`config.mk`:
```
export PLATFORM = sky130hd
export DESIGN_NAME = wb_queue_align_flat
export DESIGN_NICKNAME = d
export VERILOG_FILES = /design/src/rtl/wb_queue_align_if.sv /design/src/rtl/wb_queue_align.sv /design/src/flat_wrapper.sv
export SDC_FILE = /design/constraint.sdc
export NUM_CORES = 1
export LEC_CHECK = 0
export BUFFER_PORTS_ARGS = -buffer_cell sky130_fd_sc_hd__buf_4
export CAP_MARGIN = 5
export CORE_MARGIN = 3
export CORE_UTILIZATION = 35
export DETAILED_ROUTE_END_ITERATION = 12
export GPL_TIMING_DRIVEN = 0
export MAX_ROUTING_LAYER = met4
export PLACE_DENSITY = 0.6
export SLEW_MARGIN = 20
export SYNTH_ARGS = -nofsm -noshare
export SYNTH_HDL_FRONTEND = slang
export SYNTH_SLANG_ARGS = --single-unit
```
`constraint.sdc`:
```
create_clock -name clk -period 4.1 [get_ports clk]
set_input_delay 0.82 -clock clk [delete_from_list [all_inputs] [get_ports clk]]
set_output_delay 0.82 -clock clk [all_outputs]
set_load 0.02 [all_outputs]
```
`src/rtl/wb_queue_align_if.sv`:
```
// Memory-stage to writeback handshake bundle for wb_queue_align.
// The master drives the *_in signals and the slave (the queue) drives the *_out signals.
interface wb_queue_align_if #(
  parameter int RNUM_W = 5
);
  logic              mem_valid_in;
  logic              wb_allowin_out;
  logic [31:0]       mem_PC_in;
  logic [RNUM_W-1:0] mem_wnum_in;
  logic [31:0]       mem_wbdata_in;
  logic [31:0]       mem_dm_data_in;
  logic [2:0]        mem_ld_type_in;
  logic [1:0]        mem_adrl_in;
  logic              wb_flush_in;
  logic              rf_ready_in;
  logic              wb_valid_out;
  logic [3:0]        wb_reg_we_out;
  logic [RNUM_W-1:0] wb_wnum_out;
  logic [31:0]       wb_wbdata_out;

  modport master (
    output mem_valid_in, mem_PC_in, mem_wnum_in, mem_wbdata_in, mem_dm_data_in,
           mem_ld_type_in, mem_adrl_in, wb_flush_in, rf_ready_in,
    input  wb_allowin_out, wb_valid_out, wb_reg_we_out, wb_wnum_out, wb_wbdata_out
  );

  modport slave (
    input  mem_valid_in, mem_PC_in, mem_wnum_in, mem_wbdata_in, mem_dm_data_in,
           mem_ld_type_in, mem_adrl_in, wb_flush_in, rf_ready_in,
    output wb_allowin_out, wb_valid_out, wb_reg_we_out, wb_wnum_out, wb_wbdata_out
  );
endinterface

```
`src/rtl/wb_queue_align.sv`:
```
// Writeback queue that aligns load data when an entry is accepted and commits entries in order.
// Optional commit trace on debug_* is enabled by defining WB_DEBUG_TRACE_EN.
module wb_queue_align #(
  parameter int DEPTH  = 2,
  parameter int RNUM_W = 5
) (
  input  logic                     clk,
  input  logic                     rst,
  wb_queue_align_if.slave          bus,
  output logic [$clog2(DEPTH):0]   wb_count_out,
  output logic [31:0]              debug_wb_pc,
  output logic [3:0]               debug_wb_rf_wen,
  output logic [4:0]               debug_wb_rf_wnum,
  output logic [31:0]              debug_wb_rf_wdata
);

  localparam int PTR_W = $clog2(DEPTH);
  localparam logic [PTR_W:0] FULL = (PTR_W+1)'(DEPTH);

  typedef enum logic [2:0] {
    LD_NONE, LD_LB, LD_LBU, LD_LH, LD_LHU, LD_LW, LD_LWL, LD_LWR
  } ld_type_e;

  logic [3:0]        r_we   [DEPTH];
  logic [RNUM_W-1:0] r_wnum [DEPTH];
  logic [31:0]       r_data [DEPTH];
  logic [PTR_W-1:0]  r_head;
  logic [PTR_W-1:0]  r_tail;
  logic [PTR_W:0]    r_count;

  logic        w_accept;
  logic        w_commit;
  logic        w_valid;
  ld_type_e    w_ld;
  logic [31:0] w_shr;
  logic [15:0] w_half;
  logic [31:0] w_data;
  logic [3:0]  w_we;

  assign w_valid  = (r_count != '0);
  assign w_commit = w_valid && bus.rf_ready_in && !bus.wb_flush_in;

  // A full queue still accepts when its head retires in the same cycle.
  assign bus.wb_allowin_out = !rst && !bus.wb_flush_in && ((r_count != FULL) || w_commit);
  assign w_accept           = bus.mem_valid_in && bus.wb_allowin_out;

  assign bus.wb_valid_out  = w_valid;
  assign bus.wb_reg_we_out = w_valid ? r_we[r_head] : 4'b0000;
  assign bus.wb_wnum_out   = r_wnum[r_head];
  assign bus.wb_wbdata_out = r_data[r_head];
  assign wb_count_out      = r_count;

  assign w_ld   = ld_type_e'(bus.mem_ld_type_in);
  assign w_shr  = bus.mem_dm_data_in >> {bus.mem_adrl_in, 3'b000};
  assign w_half = bus.mem_adrl_in[1] ? bus.mem_dm_data_in[31:16] : bus.mem_dm_data_in[15:0];

  // NOTE: every variable written here gets a default first so no latch is inferred.
  always_comb begin
    w_data = bus.mem_wbdata_in;
    w_we   = 4'b1111;
    unique case (w_ld)
      LD_LB:  w_data = {{24{w_shr[7]}}, w_shr[7:0]};
      LD_LBU: w_data = {24'h0, w_shr[7:0]};
      LD_LH:  w_data = {{16{w_half[15]}}, w_half};
      LD_LHU: w_data = {16'h0, w_half};
      LD_LW:  w_data = bus.mem_dm_data_in;
      LD_LWL: begin
        w_data = bus.mem_dm_data_in << {~bus.mem_adrl_in, 3'b000};
        w_we   = 4'b1111 << ~bus.mem_adrl_in;
      end
      LD_LWR: begin
        w_data = w_shr;
        w_we   = 4'b1111 >> bus.mem_adrl_in;
      end
      default: w_data = bus.mem_wbdata_in;
    endcase
    if (bus.mem_wnum_in == '0) w_we = 4'b0000;
  end

  // NOTE: queue storage has no reset; occupancy alone decides which slots are meaningful.
  always_ff @(posedge clk) begin
    if (w_accept) begin
      r_we[r_tail]   <= w_we;
      r_wnum[r_tail] <= bus.mem_wnum_in;
      r_data[r_tail] <= w_data;
    end
  end

  // NOTE: sequential state uses non-blocking assignments so all registers update together.
  always_ff @(posedge clk) begin
    if (rst) begin
      r_head  <= '0;
      r_tail  <= '0;
      r_count <= '0;
    end else if (bus.wb_flush_in) begin
      r_head  <= '0;
      r_tail  <= '0;
      r_count <= '0;
    end else begin
      if (w_accept) r_tail <= r_tail + 1'b1;
      if (w_commit) r_head <= r_head + 1'b1;
      unique case ({w_accept, w_commit})
        2'b10:   r_count <= r_count + 1'b1;
        2'b01:   r_count <= r_count - 1'b1;
        default: r_count <= r_count;
      endcase
    end
  end

`ifdef WB_DEBUG_TRACE_EN
  logic [31:0] r_pc [DEPTH];

  always_ff @(posedge clk) begin
    if (w_accept) r_pc[r_tail] <= bus.mem_PC_in;
  end

  always_ff @(posedge clk) begin
    if (rst) begin
      debug_wb_pc       <= '0;
      debug_wb_rf_wen   <= '0;
      debug_wb_rf_wnum  <= '0;
      debug_wb_rf_wdata <= '0;
    end else if (w_commit) begin
      debug_wb_pc       <= r_pc[r_head];
      debug_wb_rf_wen   <= r_we[r_head];
      debug_wb_rf_wnum  <= 5'(r_wnum[r_head]);
      debug_wb_rf_wdata <= r_data[r_head];
    end else begin
      debug_wb_rf_wen   <= '0;
    end
  end
`else
  logic w_pc_unused;
  assign w_pc_unused       = ^bus.mem_PC_in;
  assign debug_wb_pc       = '0;
  assign debug_wb_rf_wen   = '0;
  assign debug_wb_rf_wnum  = '0;
  assign debug_wb_rf_wdata = '0;
`endif

endmodule

```
`src/flat_wrapper.sv`:
```
// flat-port wrapper written by rule: the top's interface ports become plain ports
module wb_queue_align_flat 
#(
  parameter int DEPTH  = 2,
  parameter int RNUM_W = 5
)
  (clk, rst, wb_count_out, debug_wb_pc, debug_wb_rf_wen, debug_wb_rf_wnum, debug_wb_rf_wdata, bus_mem_valid_in, bus_mem_PC_in, bus_mem_wnum_in, bus_mem_wbdata_in, bus_mem_dm_data_in, bus_mem_ld_type_in, bus_mem_adrl_in, bus_wb_flush_in, bus_rf_ready_in, bus_wb_allowin_out, bus_wb_valid_out, bus_wb_reg_we_out, bus_wb_wnum_out, bus_wb_wbdata_out);
  wb_queue_align_if #(.RNUM_W(RNUM_W)) bus_i ();
  input  logic clk;
  input  logic rst;
  output logic [$clog2(DEPTH):0] wb_count_out;
  output logic [31:0] debug_wb_pc;
  output logic [3:0] debug_wb_rf_wen;
  output logic [4:0] debug_wb_rf_wnum;
  output logic [31:0] debug_wb_rf_wdata;
  input wire logic [$bits(bus_i.mem_valid_in)-1:0] bus_mem_valid_in;
  input wire logic [$bits(bus_i.mem_PC_in)-1:0] bus_mem_PC_in;
  input wire logic [$bits(bus_i.mem_wnum_in)-1:0] bus_mem_wnum_in;
  input wire logic [$bits(bus_i.mem_wbdata_in)-1:0] bus_mem_wbdata_in;
  input wire logic [$bits(bus_i.mem_dm_data_in)-1:0] bus_mem_dm_data_in;
  input wire logic [$bits(bus_i.mem_ld_type_in)-1:0] bus_mem_ld_type_in;
  input wire logic [$bits(bus_i.mem_adrl_in)-1:0] bus_mem_adrl_in;
  input wire logic [$bits(bus_i.wb_flush_in)-1:0] bus_wb_flush_in;
  input wire logic [$bits(bus_i.rf_ready_in)-1:0] bus_rf_ready_in;
  output wire logic [$bits(bus_i.wb_allowin_out)-1:0] bus_wb_allowin_out;
  output wire logic [$bits(bus_i.wb_valid_out)-1:0] bus_wb_valid_out;
  output wire logic [$bits(bus_i.wb_reg_we_out)-1:0] bus_wb_reg_we_out;
  output wire logic [$bits(bus_i.wb_wnum_out)-1:0] bus_wb_wnum_out;
  output wire logic [$bits(bus_i.wb_wbdata_out)-1:0] bus_wb_wbdata_out;
  assign bus_i.mem_valid_in = bus_mem_valid_in;
  assign bus_i.mem_PC_in = bus_mem_PC_in;
  assign bus_i.mem_wnum_in = bus_mem_wnum_in;
  assign bus_i.mem_wbdata_in = bus_mem_wbdata_in;
  assign bus_i.mem_dm_data_in = bus_mem_dm_data_in;
  assign bus_i.mem_ld_type_in = bus_mem_ld_type_in;
  assign bus_i.mem_adrl_in = bus_mem_adrl_in;
  assign bus_i.wb_flush_in = bus_wb_flush_in;
  assign bus_i.rf_ready_in = bus_rf_ready_in;
  assign bus_wb_allowin_out = bus_i.wb_allowin_out;
  assign bus_wb_valid_out = bus_i.wb_valid_out;
  assign bus_wb_reg_we_out = bus_i.wb_reg_we_out;
  assign bus_wb_wnum_out = bus_i.wb_wnum_out;
  assign bus_wb_wbdata_out = bus_i.wb_wbdata_out;
  wb_queue_align #(.DEPTH(DEPTH), .RNUM_W(RNUM_W)) u_core (.clk(clk), .rst(rst), .bus(bus_i), .wb_count_out(wb_count_out), .debug_wb_pc(debug_wb_pc), .debug_wb_rf_wen(debug_wb_rf_wen), .debug_wb_rf_wnum(debug_wb_rf_wnum), .debug_wb_rf_wdata(debug_wb_rf_wdata));
endmodule
```
==> flow_metrics.py, run 1 <==
metrics = {
    "run_status": {
        "status": "complete, no violations",
    },
    "final_layout": {
        "n_antenna_cell": 0,
        "nFillCells": 1490,
        "fin_util_pct": 48.03,
        "final_area_sq_um": 7463,
        "drive_above_1_share_pct": 39.26,
        "seq_area_sq_um": 2562,
        "syn_to_final_growth_pct": 31.82,
        "fin_nets": 838,
        "multi_input_area_sq_um": 2611,
    },
    "sta": {
        "final_max_slew_viol_count": 0,
        "timing.fmax_ghz": 0.3447,
        "setup_viol": 0,
        "finalCriticalPeriod_ns": 2.901,
        "tns_ns": 0,
        "fin_worst_skew_ns": 0.009841,
        "hold_viol": 0,
        "slew_headroom_pct": 41.88,
        "min_period_over_period_pct": 70.76,
        "rsz0062_at_grt": "no",
        "tightest_slew_ns": 0.8651,
    },
    "pwr": {
        "p_leak_nw": 3.121,
        "netSwitchingFraction_pct": 27.10,
        "p_switching_w": 0.0006352,
        "power.density_nw_per_um2": 314.0,
        "ir_drop_mv": 0.1818,
        "clkPwrFrac_pct": 34.9,
        "power_frac_comb_pct": 22.0,
        "pwr-share-seq_pct": 43.1,
        "internal-power_w": 0.001709,
    },
    "global_route": {
        "grt_pass1_wl_um": 27010,
        "antenna_found_initial": 0,
        "track_usage_pct": 20.42,
        "grt-ovfl-total": 0,
        "grt_pass1_vias": 4871,
        "grt_max_degree": 26,
    },
    "worst_setup_path": {
        "r2r_start": "u_core.wb_count_out[0]",
        "path_class": "flop to output pin",
        "cp.arrival_ns": 2.08,
        "cp_num_buf_inv": 3,
        "r2r_cells": 4,
        "regToRegEndpoint": "u_core.r_data[0][3]",
        "slowest_stage": "buf_1",
        "slowest_delay_ns": 0.55,
        "regToRegSetupSlack_ns": 1.91,
        "cp_top_family": "buffers and inverters",
        "crit_chain": "clkbuf_1, buf_1, mux2_2, buf_4",
        "worst_ep_required_time_ns": 3.28,
        "crit_fanout": 10,
        "worstSetupEndpointType": "output pin",
        "cp-start-kind": "flop",
    },
    "synth": {
        "yosysUniqueCellTypes": 48,
        "ys_ff_latch": 87,
        "synth_area_sq_um": 5662,
        "async_reset_ff_share_pct": 0,
        "ys.flop_type": "edfxtp_1",
        "yosysMostFrequentCell": "edfxtp_1",
        "synthTopCellsByCount": "edfxtp_1 (82), buf_4 (75), nor2_1 (52)",
        "syn_inst": 520,
        "synth_seq_area_share_pct": 45.26,
        "syn_avg_cell_area_sq_um": 10.89,
        "yosys_warnings": 0,
        "synth_top_area_cell": "edfxtp_1",
        "synth-edff-count": 82,
        "synth.area.top_cells": "edfxtp_1 (43%), buf_4 (9.9%), mux2_2 (8.6%)",
        "synth.top_cell.area_share_pct": 43.49,
    },
    "clock_tree": {
        "ctsRootBufferMaster": "clkbuf_16",
        "cts-buffers-inserted": 9,
        "clock_latency_ns": 0.35,
        "cts_setup_buffers": 0,
        "cts_num_sinks": 87,
        "path_clk_slew_ns": 0.06,
        "ctsHoldBuffers": 0,
        "cts.path.max_buffers": 2,
        "cts_resized": 0,
        "tritoncts": "yes",
        "h-tree-depth": 3,
    },
    "route": {
        "wl_um": 18260,
        "avgViaCountPerCell": 5.108,
        "detail-route-antenna-nets": 0,
        "firstDrtPassIters": 5,
        "drc": 0,
        "num_vias": 4812,
        "initialDrtViolationCount": 328,
        "wl_per_cell_um": 19.39,
    },
    "floorplan": {
        "die_area_sq_um": 17740,
        "core_area_sq_um": 15540,
        "die_width_um": 133.2,
        "die_y_um": 133.2,
        "fp-row-count": 45,
        "start_util_pct": 36.43,
        "io_pins": 229,
    },
    "min_path": {
        "min_path_cells": 2,
        "hold_class": "flop to flop",
        "min_from": "u_core.r_head",
    },
    "placement": {
        "dpl_cell_area_sq_um": 7159,
        "portBuffers": 121,
        "dp_hpwl_um": 14230,
        "gp_congestion": 0.9140,
    },
    "flow_run": {
        "maxCapViolations": 0,
    },
}
[routing by layer]
layer | global-route usage, % | part of all wire [%] | vias up | routed length, um
met5 | - | 0 | - | 0
met3 | 3.588 | 8.2 | 40 | 1493
met1 | 25.45 | 41 | 2247 | 7535
met4 | 6.343 | 2.6 | 0 | 478
met2 | 34.00 | 48 | 291 | 8757
li1 | - | - | 2234 | -
[flip-flops by register name, indices dropped and copies added (netlist names), named ones only]
| name | cells |
|---|---|
| u_core.r_data | 64 |
| u_core.r_wnum | 10 |
| u_core.r_tail | 1 |
| u_core.wb_count_out | 2 |
| u_core.r_head | 1 |
| u_core.r_we | 8 |
[kinds of logic (layout without fill, tap and decap cells)]
kind of cell | Yosys count | count (layout) | share of synthesized area, %
buf+inv | 121 | 260 | 13.66
compound gates | 113 | 113 | 13.64
simple gates | 111 | 111 | 9.348
flops | 87 | 87 | 45.26
mux | 81 | 81 | 17.04
xor+xnor | 5 | 5 | 0.7736
fa+ha+maj | 1 | 1 | 0.2210
other cells | 1 | 73 | 0.06623
[power by group through the flow]
stage          Combinational, W  Sequential (W)  Clock, W
2_1_floorplan          0.000327         0.00103         0
3_3_place_gp           0.000499         0.00103         0
3_5_place_dp           0.000508         0.00103         0
4_1_cts                0.000509         0.00101  0.000831
5_1_grt                0.000552         0.00101  0.000870
6_report               0.000516         0.00101  0.000817
[worst max path at each step]
stage / start / slack (ns) / to / cells after the start
after floorplan: bus_rf_ready_in / 0.58 / u_core.r_data[0][0] / 3
after global placement: bus_rf_ready_in / -0.58 / u_core.r_data[0][4] / 4
after detailed placement: bus_mem_ld_type_in[2] / 0.94 / u_core.r_data[1][8] / 7
after CTS: flop / 1.12 / bus_wb_wbdata_out[7] / 4
after global routing: flop / 1.05 / bus_wb_wbdata_out[4] / 4
final: flop / 1.20 / bus_wb_wbdata_out[13] / 4
[per-stage QoR]
step,setup slack (ns),std cells,total power (W),hold WS [ns]
detailed placement,0.9386,926,0.001538,0.5735
CTS,1.124,942,0.002351,0.5886
finish,1.199,942,0.002344,0.5841
global route,1.047,942,0.002433,0.6274
floorplan,0.5776,592,0.001356,0.5200
global placement,-0.5816,924,0.001529,0.5410
[cell type report]
class	instances	area share (%)
clock inverter	3	0.3018
sequential	87	34.33
tap	211	3.537
timing repair buffer	123	12.71
buffer	107	9.656
inverter	14	0.7041
clock buffer	13	3.772
multi-input combinational	384	34.99
[cell usage in the layout (no fill, tap or decap), types with 3 or more instances in the layout]
master and instances:
buf_4 196, edfxtp_1 82, conb_1 73, nor2_1 50, mux2_2 43, mux2i_1 30
a31oi_1 23, o22ai_1 16, a22oi_1 16, nand2_1 15, inv_1 14, clkbuf_1 13
a21oi_1 13, buf_2 12, and3_1 10, o21ai_1 10, clkbuf_16 10, a222oi_1 9
mux4_2 8, o21ai_0 7, nand3_1 7, nor3_1 6, nand3b_1 5, buf_1 5
a221oi_1 5, dfxtp_1 5, nand2b_1 4, buf_6 3, xnor2_1 3
[worst register-to-register path: stages, from the launching register on]
cell,delay [ns]
dfxtp_1,0.44
nor2_1,0.10
a2111o_1,0.54
nor2_4,0.51
buf_12,0.27
(Power assumes the default switching activity.)
==> inputs of run 2 (changes only) <==
clock period = 2.7 ns   (was 4.1 ns; I/O delays follow)
==> flow_metrics.py, run 2 (synthesis results as in run 1) <==
metrics = {
    "run_status": {
        "status": "complete, no violations",
    },
    "final_layout": {
        "layout_commonest_cell": "buf_4",
        "regMostFlops": "u_core.r_data",
        "drive_above_1_share_pct": 39.92,
        "nFillCells": 1489,
        "n_antenna_cell": 0,
        "fin_util_pct": 48.20,
        "syn_to_final_growth_pct": 32.29,
        "reg.largest.list": "u_core.r_data (64), u_core.r_wnum (10), u_core.r_we (8)",
        "largest_reg_flops": 64,
        "fin_nets": 841,
        "final_cell_mix": "buf_4 (199), edfxtp_1 (82), conb_1 (73), nor2_1 (50), mux2_2 (43)",
    },
    "pwr": {
        "power_w": 0.003558,
        "netSwitchingFraction_pct": 27.04,
        "pwr-share-seq_pct": 43.1,
        "p_leak_nw": 3.144,
        "ir_drop_mv": 0.2779,
        "clkPwrFrac_pct": 34.8,
        "power_frac_comb_pct": 22.0,
        "p_switching_w": 0.0009623,
        "power.density_nw_per_um2": 475.1,
        "internal-power_w": 0.002596,
    },
    "clock_tree": {
        "tritoncts": "yes",
        "h-tree-depth": 3,
        "path_clk_slew_ns": 0.06,
        "ctsRootBufferMaster": "clkbuf_16",
        "cts-buffers-inserted": 9,
        "cts.path.max_buffers": 2,
        "clock_latency_ns": 0.35,
        "cts_num_sinks": 87,
    },
    "sta": {
        "slew_headroom_pct": 42.44,
        "timing.fmax_ghz": 0.3898,
        "min_period_over_period_pct": 95.03,
        "hold_viol": 0,
        "fin_worst_skew_ns": 0.009740,
        "finalCriticalPeriod_ns": 2.566,
        "tightest_slew_ns": 0.8568,
        "final_max_slew_viol_count": 0,
        "setup_viol": 0,
        "rsz0062_at_grt": "no",
        "tns_ns": 0,
    },
    "route": {
        "firstDrtPassIters": 5,
        "drc": 0,
        "detail-route-antenna-nets": 0,
        "wl_um": 18300,
        "avgViaCountPerCell": 5.086,
        "initialDrtViolationCount": 340,
        "num_vias": 4806,
        "wl_per_cell_um": 19.37,
    },
    "floorplan": {
        "fp-row-count": 45,
        "die_y_um": 133.2,
        "io_pins": 229,
        "start_util_pct": 36.43,
        "core_area_sq_um": 15540,
        "die_area_sq_um": 17740,
        "die_width_um": 133.2,
    },
    "global_route": {
        "grt-ovfl-total": 0,
        "grt_max_degree": 26,
        "antenna_found_initial": 0,
        "grt_pass1_wl_um": 27010,
        "track_usage_pct": 20.42,
        "grt_pass1_vias": 4871,
    },
    "placement": {
        "dp_hpwl_um": 14230,
        "portBuffers": 121,
        "gp_congestion": 0.9140,
    },
    "worst_setup_path": {
        "worst_ep_required_time_ns": 2.16,
        "regToRegEndpoint": "u_core.r_data[0][3]",
        "r2r_cells": 4,
        "path_class": "flop to output pin",
        "regToRegSetupSlack_ns": 0.51,
        "worstSetupEndpointType": "output pin",
        "cp.arrival_ns": 2.03,
        "cp-start-kind": "flop",
        "r2r_start": "u_core.wb_count_out[0]",
        "crit_fanout": 10,
    },
    "min_path": {
        "min_from": "bus_mem_wnum_in[4]",
        "min_path_cells": 1,
        "hold_end": "u_core.r_wnum[1][4]",
        "hold_class": "input port to flop",
    },
    "flow_run": {
        "maxCapViolations": 0,
    },
}
-- run 2: routing by layer --
layer  up-vias  global-route usage, %  share of wire (%)
met5         -                      -                  0
met4         0                  6.343                2.2
met3        35                  3.588                7.5
met2       271                  34.00                 48
met1      2262                  25.45                 42
li1       2238                      -                  -
-- run 2: worst max path at each step --
stage                                  endpoint  slack, ns  depth (start not counted)
after global placement      u_core.r_data[0][4]      -1.70                          4
after CTS                  bus_wb_wbdata_out[7]      0.004                          4
after global routing      bus_wb_wbdata_out[20]       0.01                          4
after detailed placement    u_core.r_data[1][8]      -0.18                          7
final                     bus_wb_wbdata_out[20]       0.13                          4
after floorplan             u_core.r_data[0][0]      -0.58                          3
-- run 2: layout make-up --
cell class | count | area (sq um) | share of cell area (%)
repair buffers | 126 | 970.9 | 12.96
plain buffers | 107 | 724.4 | 9.673
flip-flops and latches | 87 | 2562 | 34.21
clock buffers | 13 | 281.5 | 3.759
well taps | 211 | 264.0 | 3.525
inverters | 14 | 52.55 | 0.7016
multi-input cells | 384 | 2611 | 34.86
clock inverters | 3 | 22.52 | 0.3007
-- run 2: what timing repair did --
| action | CTS | global route |
|---|---|---|
| endpoints found under the hold margin | 0 | 0 |
| hold buffers | 0 | 0 |
| setup buffers | 0 | 3 |
| endpoints found under the setup margin | 0 | 26 |
| gates resized for setup | 0 | 4 |
-- run 2: critical path, cell delays in order (launching register included) --
cell,delay (ns)
dfxtp_1,0.30
clkbuf_1,0.31
buf_1,0.50
mux2_2,0.41
buf_4,0.16
-- run 2: per-stage QoR --
stage	instance area, sq um	std cells	setup WS [ns]	hold WS [ns]
2_1_floorplan	5932	592	-0.5781	0.5200
3_5_place_dp	7159	926	-0.1814	0.5735
4_1_cts	7463	942	0.004027	0.3828
5_1_grt	7490	945	0.01337	0.3886
6_report	7490	945	0.1343	0.3950
3_3_place_gp	7104	924	-1.702	0.5410
-- run 2: power groups by stage --
stage,registers (W),logic (W),clock network [W]
floorplan,0.00156,0.000496,0
global placement,0.00156,0.000758,0
detailed placement,0.00156,0.000772,0
CTS,0.00153,0.000774,0.00126
global route,0.00154,0.000840,0.00132
finish,0.00153,0.000784,0.00124
